$ cat src/rtl/mole_pkg.sv
// Shared types and constants for the mole spawner: hole count, FSM states, difficulty encodings.
package mole_pkg;

  localparam int unsigned NumHolesDefault = 9;

  typedef enum logic [1:0] {
    StIdle,
    StDraw,
    StDone,
    StWaitLow
  } state_e;

  localparam logic [2:0] DiffEasy   = 3'b001;
  localparam logic [2:0] DiffMedium = 3'b010;
  localparam logic [2:0] DiffHard   = 3'b100;

  // Anything that is not a clean one-hot selection falls back to the medium target.
  function automatic logic [1:0] diff_to_target(input logic [2:0] diff);
    case (diff)
      DiffEasy:   return 2'd1;
      DiffMedium: return 2'd2;
      DiffHard:   return 2'd3;
      default:    return 2'd2;
    endcase
  endfunction

endpackage

$ cat src/rtl/mole_lfsr.sv
// Free-running 11-bit Fibonacci LFSR, polynomial x^11 + x^9 + 1; a zero seed is replaced by 1.
module mole_lfsr #(
  parameter logic [10:0] SEED = 11'h5A5
) (
  input  logic        clk,
  input  logic        reset,
  output logic [10:0] value
);

  localparam logic [10:0] Init = (SEED == 11'd0) ? 11'd1 : SEED;

  logic [10:0] value_q;

  always_ff @(posedge clk or posedge reset) begin
    if (reset) begin
      value_q <= Init;
    end else begin
      value_q <= {value_q[9:0], value_q[10] ^ value_q[8]};
    end
  end

  assign value = value_q;

endmodule

$ cat src/rtl/mole_spawner.sv
// Picks 1-3 free holes per spawn request using the LFSR, one candidate per cycle.
// Define SPAWN_STATS_EN to enable the saturating spawn_count statistic.
module mole_spawner
  import mole_pkg::*;
#(
  parameter int unsigned NUM_HOLES = NumHolesDefault,
  parameter logic [10:0] LFSR_SEED = 11'h5A5,
  parameter int unsigned MAX_TRIES = 32
) (
  input  logic                 clk,
  input  logic                 reset,
  input  logic                 spawn_req,
  input  logic [2:0]           difficulty_switches,
  input  logic [NUM_HOLES-1:0] occupied,
  output logic [10:0]          random_value,
  output logic [NUM_HOLES-1:0] mole_mask,
  output logic                 spawn_valid,
  output logic                 spawn_partial,
  output logic [15:0]          spawn_count
);

  localparam int unsigned TryW = $clog2(MAX_TRIES + 1);

  state_e               state_q;
  logic [1:0]           target_q;
  logic [1:0]           acc_q;
  logic [TryW-1:0]      tries_q;
  logic [NUM_HOLES-1:0] work_q;
  logic [NUM_HOLES-1:0] occ_q;

  int unsigned          free_cnt;
  logic [1:0]           target_d;
  logic [NUM_HOLES-1:0] cand_oh;
  logic [NUM_HOLES-1:0] work_nx;
  logic                 accept;
  logic                 last_hit;
  logic                 tries_out;

  mole_lfsr #(
    .SEED (LFSR_SEED)
  ) u_lfsr (
    .clk   (clk),
    .reset (reset),
    .value (random_value)
  );

  // Target is clamped to the number of free holes so a full board completes immediately.
  always_comb begin
    free_cnt = 0;
    for (int i = 0; i < NUM_HOLES; i++) begin
      if (!occupied[i]) free_cnt = free_cnt + 1;
    end
    target_d = diff_to_target(difficulty_switches);
    if (32'(target_d) > free_cnt) target_d = 2'(free_cnt);
  end

  always_comb begin
    cand_oh   = {{(NUM_HOLES-1){1'b0}}, 1'b1} << random_value[3:0];
    accept    = (32'(random_value[3:0]) < NUM_HOLES) && ((cand_oh & (work_q | occ_q)) == '0);
    work_nx   = work_q | cand_oh;
    last_hit  = (acc_q + 2'd1) == target_q;
    tries_out = (32'(tries_q) + 32'd1) >= MAX_TRIES;
  end

  // Results are registered on the edge entering StDone, so spawn_valid is high during StDone.
  always_ff @(posedge clk or posedge reset) begin
    if (reset) begin
      state_q       <= StIdle;
      target_q      <= '0;
      acc_q         <= '0;
      tries_q       <= '0;
      work_q        <= '0;
      occ_q         <= '0;
      mole_mask     <= '0;
      spawn_valid   <= 1'b0;
      spawn_partial <= 1'b0;
    end else begin
      spawn_valid   <= 1'b0;
      spawn_partial <= 1'b0;
      case (state_q)
        StIdle: begin
          if (spawn_req) begin
            target_q <= target_d;
            occ_q    <= occupied;
            work_q   <= '0;
            acc_q    <= '0;
            tries_q  <= '0;
            if (target_d == 2'd0) begin
              mole_mask   <= '0;
              spawn_valid <= 1'b1;
              state_q     <= StDone;
            end else begin
              state_q <= StDraw;
            end
          end
        end
        StDraw: begin
          if (!spawn_req) begin
            state_q <= StIdle;
          end else if (accept) begin
            work_q <= work_nx;
            acc_q  <= acc_q + 2'd1;
            if (last_hit) begin
              mole_mask   <= work_nx;
              spawn_valid <= 1'b1;
              state_q     <= StDone;
            end
          end else begin
            tries_q <= tries_q + 1'b1;
            if (tries_out) begin
              mole_mask     <= work_q;
              spawn_valid   <= 1'b1;
              spawn_partial <= 1'b1;
              state_q       <= StDone;
            end
          end
        end
        StDone: begin
          state_q <= StWaitLow;
        end
        StWaitLow: begin
          if (!spawn_req) state_q <= StIdle;
        end
        default: begin
          state_q <= StIdle;
        end
      endcase
    end
  end

`ifdef SPAWN_STATS_EN
  logic [15:0] count_q;

  always_ff @(posedge clk or posedge reset) begin
    if (reset) begin
      count_q <= '0;
    end else if (state_q == StDone && count_q != 16'hFFFF) begin
      count_q <= count_q + 16'd1;
    end
  end

  assign spawn_count = count_q;
`else
  assign spawn_count = '0;
`endif

endmodule

$ cat config.mk
export PLATFORM = sky130hd
export DESIGN_NAME = mole_spawner
export DESIGN_NICKNAME = d
export VERILOG_FILES = /design/src/rtl/mole_pkg.sv /design/src/rtl/mole_lfsr.sv /design/src/rtl/mole_spawner.sv
export SDC_FILE = /design/constraint.sdc
export NUM_CORES = 1
export LEC_CHECK = 0
export CORE_AREA = 3 3 82 84
export CTS_BUF_LIST = sky130_fd_sc_hd__clkbuf_4 sky130_fd_sc_hd__clkbuf_8
export DETAILED_ROUTE_END_ITERATION = 12
export DIE_AREA = 0 0 85 87
export DONT_BUFFER_PORTS = 1
export MAX_ROUTING_LAYER = met4
export PLACE_DENSITY = 0.8
export SLEW_MARGIN = 20
export SYNTH_ARGS = -nofsm -noshare
export SYNTH_HDL_FRONTEND = slang
export SYNTH_SLANG_ARGS = --single-unit
$ cat constraint.sdc
create_clock -name clk -period 2.7 [get_ports clk]
set_input_delay 0.54 -clock clk [delete_from_list [all_inputs] [get_ports clk]]
set_output_delay 0.54 -clock clk [all_outputs]
set_load 0.02 [all_outputs]
After elaboration in Yosys (flattened, before gate mapping)
Cells that the tools add are included.

Logic and storage cells: 103. Register bits after elaboration: 52. Output and inout bits: 38. Input bits: 15.

Mux-type cells: 48. Order comparisons: 3. Add/subtract/negate cells: 11. Bitwise gates (word level): 4. Reductions and logical operators: 10. Equal/unequal tests: 16. Shift-type cells: 1.

Operator list (number): 32-bit by 1-bit adder with 32-bit output, second input constant (8); 32-bit 2-to-1 mux (8); 9-bit 2-to-1 mux (9); 9-bit case mux with 2 select lines (2); 2-bit by 32-bit > comparator with 1-bit output (1); 2-bit 2-to-1 mux (11); 6-bit 2-to-1 mux (3); 9-bit OR (2); 2-bit != test, second input constant (6); 6-bit case mux with 2 select lines (1); 4-bit AND reduction (3); 1-bit 2-to-1 mux (10); 9-bit AND (1); 9-bit logical NOT (1); 1-bit by 4-bit << shifter with 9-bit output, first input constant (1); 4-bit != test, second input constant (2); 2-bit case mux with 2 select lines (2); 2-bit case mux with 4 select lines (1); 6-bit by 1-bit adder with 7-bit output, second input constant (1); 7-bit by 6-bit >= comparator with 1-bit output, second input constant (1); 6-bit by 1-bit adder with 6-bit output, second input constant (1); 3-bit != test, second input constant (2); 6-bit AND reduction (1); 2-bit == test, second input constant (2); other kinds (12) (13).

Logic depth before layout (Yosys ltp)
Depth in word-level cells: 23. Mapped depth: 32. Depth with buffers taken out: 31.

Modules after synthesis
A second synthesis with hierarchy kept.

Cells, all modules: 337. Area, all modules: 3305.7 sq um.

Modules (own cells, without submodules): mole_spawner (cells an instance 324, sequential area each 1026.0 sq um, area each 3010.4 sq um, times used 1); mole_lfsr (cells an instance 13, sequential area each 282.8 sq um, area each 295.3 sq um, times used 1).

Worst setup path after synthesis
Ideal clock, no wire load.

Path kind: input -> register. Start: input occupied[0]. End: register mole_mask[0]. Setup time: 120 ps. Data arrival time: 5762 ps. Path slack: -3182 ps. Cell stages on the path: 32. Data required time: 2580 ps. Buffers on the path: 1. Cell sequence: inv_1 -> ha_1 -> or2b_1 -> and2_1 -> ha_1 -> nor2b_1 -> a21oi_1 -> inv_1 -> ha_1 -> nor2_1 -> a21oi_1 -> ha_1 -> nor2b_1 -> o21a_1 -> ha_1 -> nand2b_1 -> nand2_1 -> ha_1 -> nor2_1 -> a31oi_1 -> ha_1 -> mux2i_1 -> ha_1 -> nand2_1 -> o21ai_0 -> a21oi_1 -> mux2_2 -> o211ai_1 -> a211o_1 -> or2_1 -> buf_6 -> a31o_1.

Cells in the longest elaborated chain, start to end: 22.

RTL lines: from (decl) (RTL line mole_spawner.sv:14) `input logic [NUM_HOLES-1:0] occupied,`; 1-bit 2-to-1 mux * (RTL line mole_spawner.sv:51) `if (!occupied[i]) free_cnt = free_cnt + 1;`; 32-bit by 1-bit adder with 32-bit output (RTL line mole_spawner.sv:51); 32-bit 2-to-1 mux * (RTL line mole_spawner.sv:51); 32-bit by 1-bit adder with 32-bit output (RTL line mole_spawner.sv:51); 32-bit 2-to-1 mux * (RTL line mole_spawner.sv:51); 32-bit by 1-bit adder with 32-bit output (RTL line mole_spawner.sv:51); 32-bit 2-to-1 mux * (RTL line mole_spawner.sv:51); 32-bit by 1-bit adder with 32-bit output (RTL line mole_spawner.sv:51); [... 6 more ...]; 32-bit 2-to-1 mux * (RTL line mole_spawner.sv:51); 32-bit by 1-bit adder with 32-bit output (RTL line mole_spawner.sv:51); 32-bit 2-to-1 mux * (RTL line mole_spawner.sv:51); 2-bit by 32-bit > comparator with 1-bit output (RTL line mole_spawner.sv:54) `if (32'(target_d) > free_cnt) target_d = 2'(free_cnt);`; 2-bit 2-to-1 mux * (RTL line mole_spawner.sv:54); 2-bit logical NOT * (RTL line mole_spawner.sv:88) `if (target_d == 2'd0) begin`; 2-bit != test (no source line) *; 6-bit AND reduction (no source line) *; to (signal assigned) (RTL line mole_spawner.sv:104) `mole_mask <= work_nx;`; to (signal assigned) (RTL line mole_spawner.sv:111) `mole_mask <= work_q;`; to (decl) (RTL line mole_spawner.sv:16) `output logic [NUM_HOLES-1:0] mole_mask,`.

Mark *: on every way between the ends. The rest lies on a longest branch, timed or not. A chain may end at the register's enable or synchronous reset.

Final worst setup path
Start: input occupied[0]. End: register mole_mask[6].

Same word-level chain as after synthesis.

==> flow_summary.toml <==
[status]
run_status = "finished with violations"
violations = "negative setup slack"

[pwr]
ir_drop_mv = 0.5347
p_per_area_nw_per_um2 = 811.0
power.leakage_nw = 1.954

[route]
routed.top_layer = "met4"
vias = 2855
ant_nets = 0
wl_met1_microns = 3284
wl_met3_microns = 404
vias_per_cell = 5.710
initialDrtViolationCount = 183
wl_met2_microns = 4278
wl_microns = 8136
drc = 0
routedWlPerCell_microns = 16.27
drt-pass1-iter-count = 4

[layout]
final_cell_count_no_fill = 500
final_cell_mix = "73 x buf_4, 46 x dfrtp_1, 40 x nand2_1"
area_growth_pct = 28.87
final_common_cell = "buf_4"
nets = 450
final_core_utilization_pct = 71.41
diodes = 0
drive_gt1_share_pct = 34.59

[grt]
grt_pass1_vias = 2868
grt_max_degree = 28
antenna_found_initial = 0
overflow = 0
grt_usage_pct = 22.88
grt_pass1_wl_microns = 13460

[die]
core_area_sq_um = 5991
rows = 28
fp.dieW_microns = 85
ios = 53
dieArea_sq_um = 7395
initial_utilization_pct = 55.41
die_y_microns = 87

[synth]
synth_seq_area_share_pct = 39.43
synth_top_area_share_pct = 34.68
yosysWarningCount = 0
synthFlopType = "dfrtp_1"
ys_ff_latch = 52
ys_types = 63
ys_top_cells_by_area = "dfrtp_1 35%, nand2_1 4.9%, dfstp_2 4.7%"
async_flop_share_pct = 100.0
syn_area_sq_um = 3319
netlist_instances = 356
synth_top_cell_by_area = "dfrtp_1"
synth_edf_count = 0
syn_area_per_cell_sq_um = 9.324

[setup_path]
start_kind = "input pin"
cp.arrival_ns = 5.64
critical_path.max_stage_delay_ns = 0.37
criticalPathCategory = "input pin to flop"
crit_top_cell = "ha_4"
critPathMaxFanout = 5
crit_required_ns = 2.90
crit_path_top_delay_cell = "a211o_1"
cp-end-kind = "flop"

[clock_network]
cts_buffers = 5
clk_pin_slew_ns = 0.09
clockRootBuffer = "clkbuf_8"
clock-sinks = 52
h-tree-depth = 2
cts_hold_buf = 0
clockBufferDepth = 2
clkLatencyLatePin_ns = 0.30
cts_tree = "yes"

[min_path]
hold_class = "input pin to async pin"

[sta]
grt_setup_unrepaired = "true"
finalMaxSlewViolations = 0
finalClockSkew_ns = 0.01060
finalSetupViolCount = 23
hold_slack_ns = 0.1495
finalWorstSetupSlack_ns = -2.739
period_share_pct = 201.4
worst_slew_pin_slew_ns = 0.7237
fin_crit_ns = 5.439
finalHoldViolCount = 0
timing.fmax_mhz = 183.9
max_slew_margin_pct = 51.75

[place]
io_buffer_count = 0
gp_congestion = 0.8747
place_hpwl_microns = 5575
dp.cells = 462
preCtsSetupSlack_ns = -3.304

[run]
max_cap_violations = 0
==> report_power, final <==
part / leakage, nW / total [W] / switching (W) / internal (W)
Clock: 0.0614 / 0.000550 / 0.000247 / 0.000303
Combinational: 1.22 / 0.00185 / 0.000854 / 0.000997
Sequential: 0.669 / 0.00107 / 0.000145 / 0.000924
==> state kept, by name (all words and copies together) (netlist names) <==
signal,count
work_q,9
occ_q,9
acc_q,2
tries_q,6
spawn_partial,1
mole_mask,9
target_q,2
u_lfsr.value,11
spawn_valid,1
state_q,2
==> synthesized netlist by cell type, drive strengths merged (5+ instances only) <==
library cell  instances
mux2                  8
or2                   5
buf                  21
dfrtp                46
nor2b                 8
ha                   11
xnor2                11
a21oi                28
nor2                 25
inv                   9
nand2                43
dfstp                 6
clkbuf               11
a22o                  6
xor2                  6
a31o                  9
nor3                  6
nand3                 5
nand2b               11
o21ai                27
==> metal layers <==
layer / global-route usage [%] / up-vias
met2: 39.76 / 91
met1: 27.61 / 1379
met3: 2.838 / 17
li1: - / 1368
met4: 7.626 / 0
met5: - / -
==> what timing repair did <==
action	4_1_cts	5_1_grt
setup buffers	30	6
hold endpoints to repair	0	0
gates resized for setup	10	31
pin swaps	20	20
setup endpoints to repair	14	26
cloned	1	0
==> cell type report <==
type / instances / area [sq um]
well taps: 75 / 93.84
multi-input cells: 279 / 2108
flip-flops and latches: 52 / 1309
inverters: 9 / 58.81
clock inverters: 2 / 38.79
repair buffers: 77 / 586.8
fillers: 408 / 1713
clock buffers: 6 / 82.58
==> kinds of logic after synthesis <==
family | Yosys count | synth area share (%)
compound gates | 97 | 19.60
xor+xnor | 20 | 6.822
fa+ha+maj | 11 | 4.146
buf+inv | 41 | 7.086
flops | 52 | 39.43
mux | 11 | 3.996
other cells | 1 | 0.1130
simple gates | 123 | 18.81
==> worst max-delay path, delay by kind of cell <==
family / cells / cell delay, ns
and+or+nand+nor: 11 / 1.51
AOI/OAI and AO/OA: 8 / 1.32
adders and majority gates: 8 / 1.84
muxes: 2 / 0.34
buffers and inverters: 2 / 0.07
==> final timing paths <==
check / from / to / slack, ns / cells after the start
max: occupied[0] / mole_mask[6] / -2.74 / 31
min: reset / work_q[8] / 0.15 / 1
max reg2reg: u_lfsr.value[0] / mole_mask[0] / -0.12 / 9
min reg2reg: u_lfsr.value[7] / u_lfsr.value[8] / 0.42 / 0
max in group asynchronous: reset / u_lfsr.value[2] / 1.81 / 2
min in group clk: spawn_req / spawn_partial / 0.36 / 2
==> metrics by stage <==
step                power, W  TNS [ns]  cell area, sq um
floorplan           0.001983    -40.89              3475
global placement    0.002294    -42.03              3727
detailed placement  0.002365    -44.93              3727
CTS                 0.003219    -37.02              4079
global route        0.003706    -41.80              4278
finish              0.003470    -37.82              4278
Power figures use the tool's default switching activity.
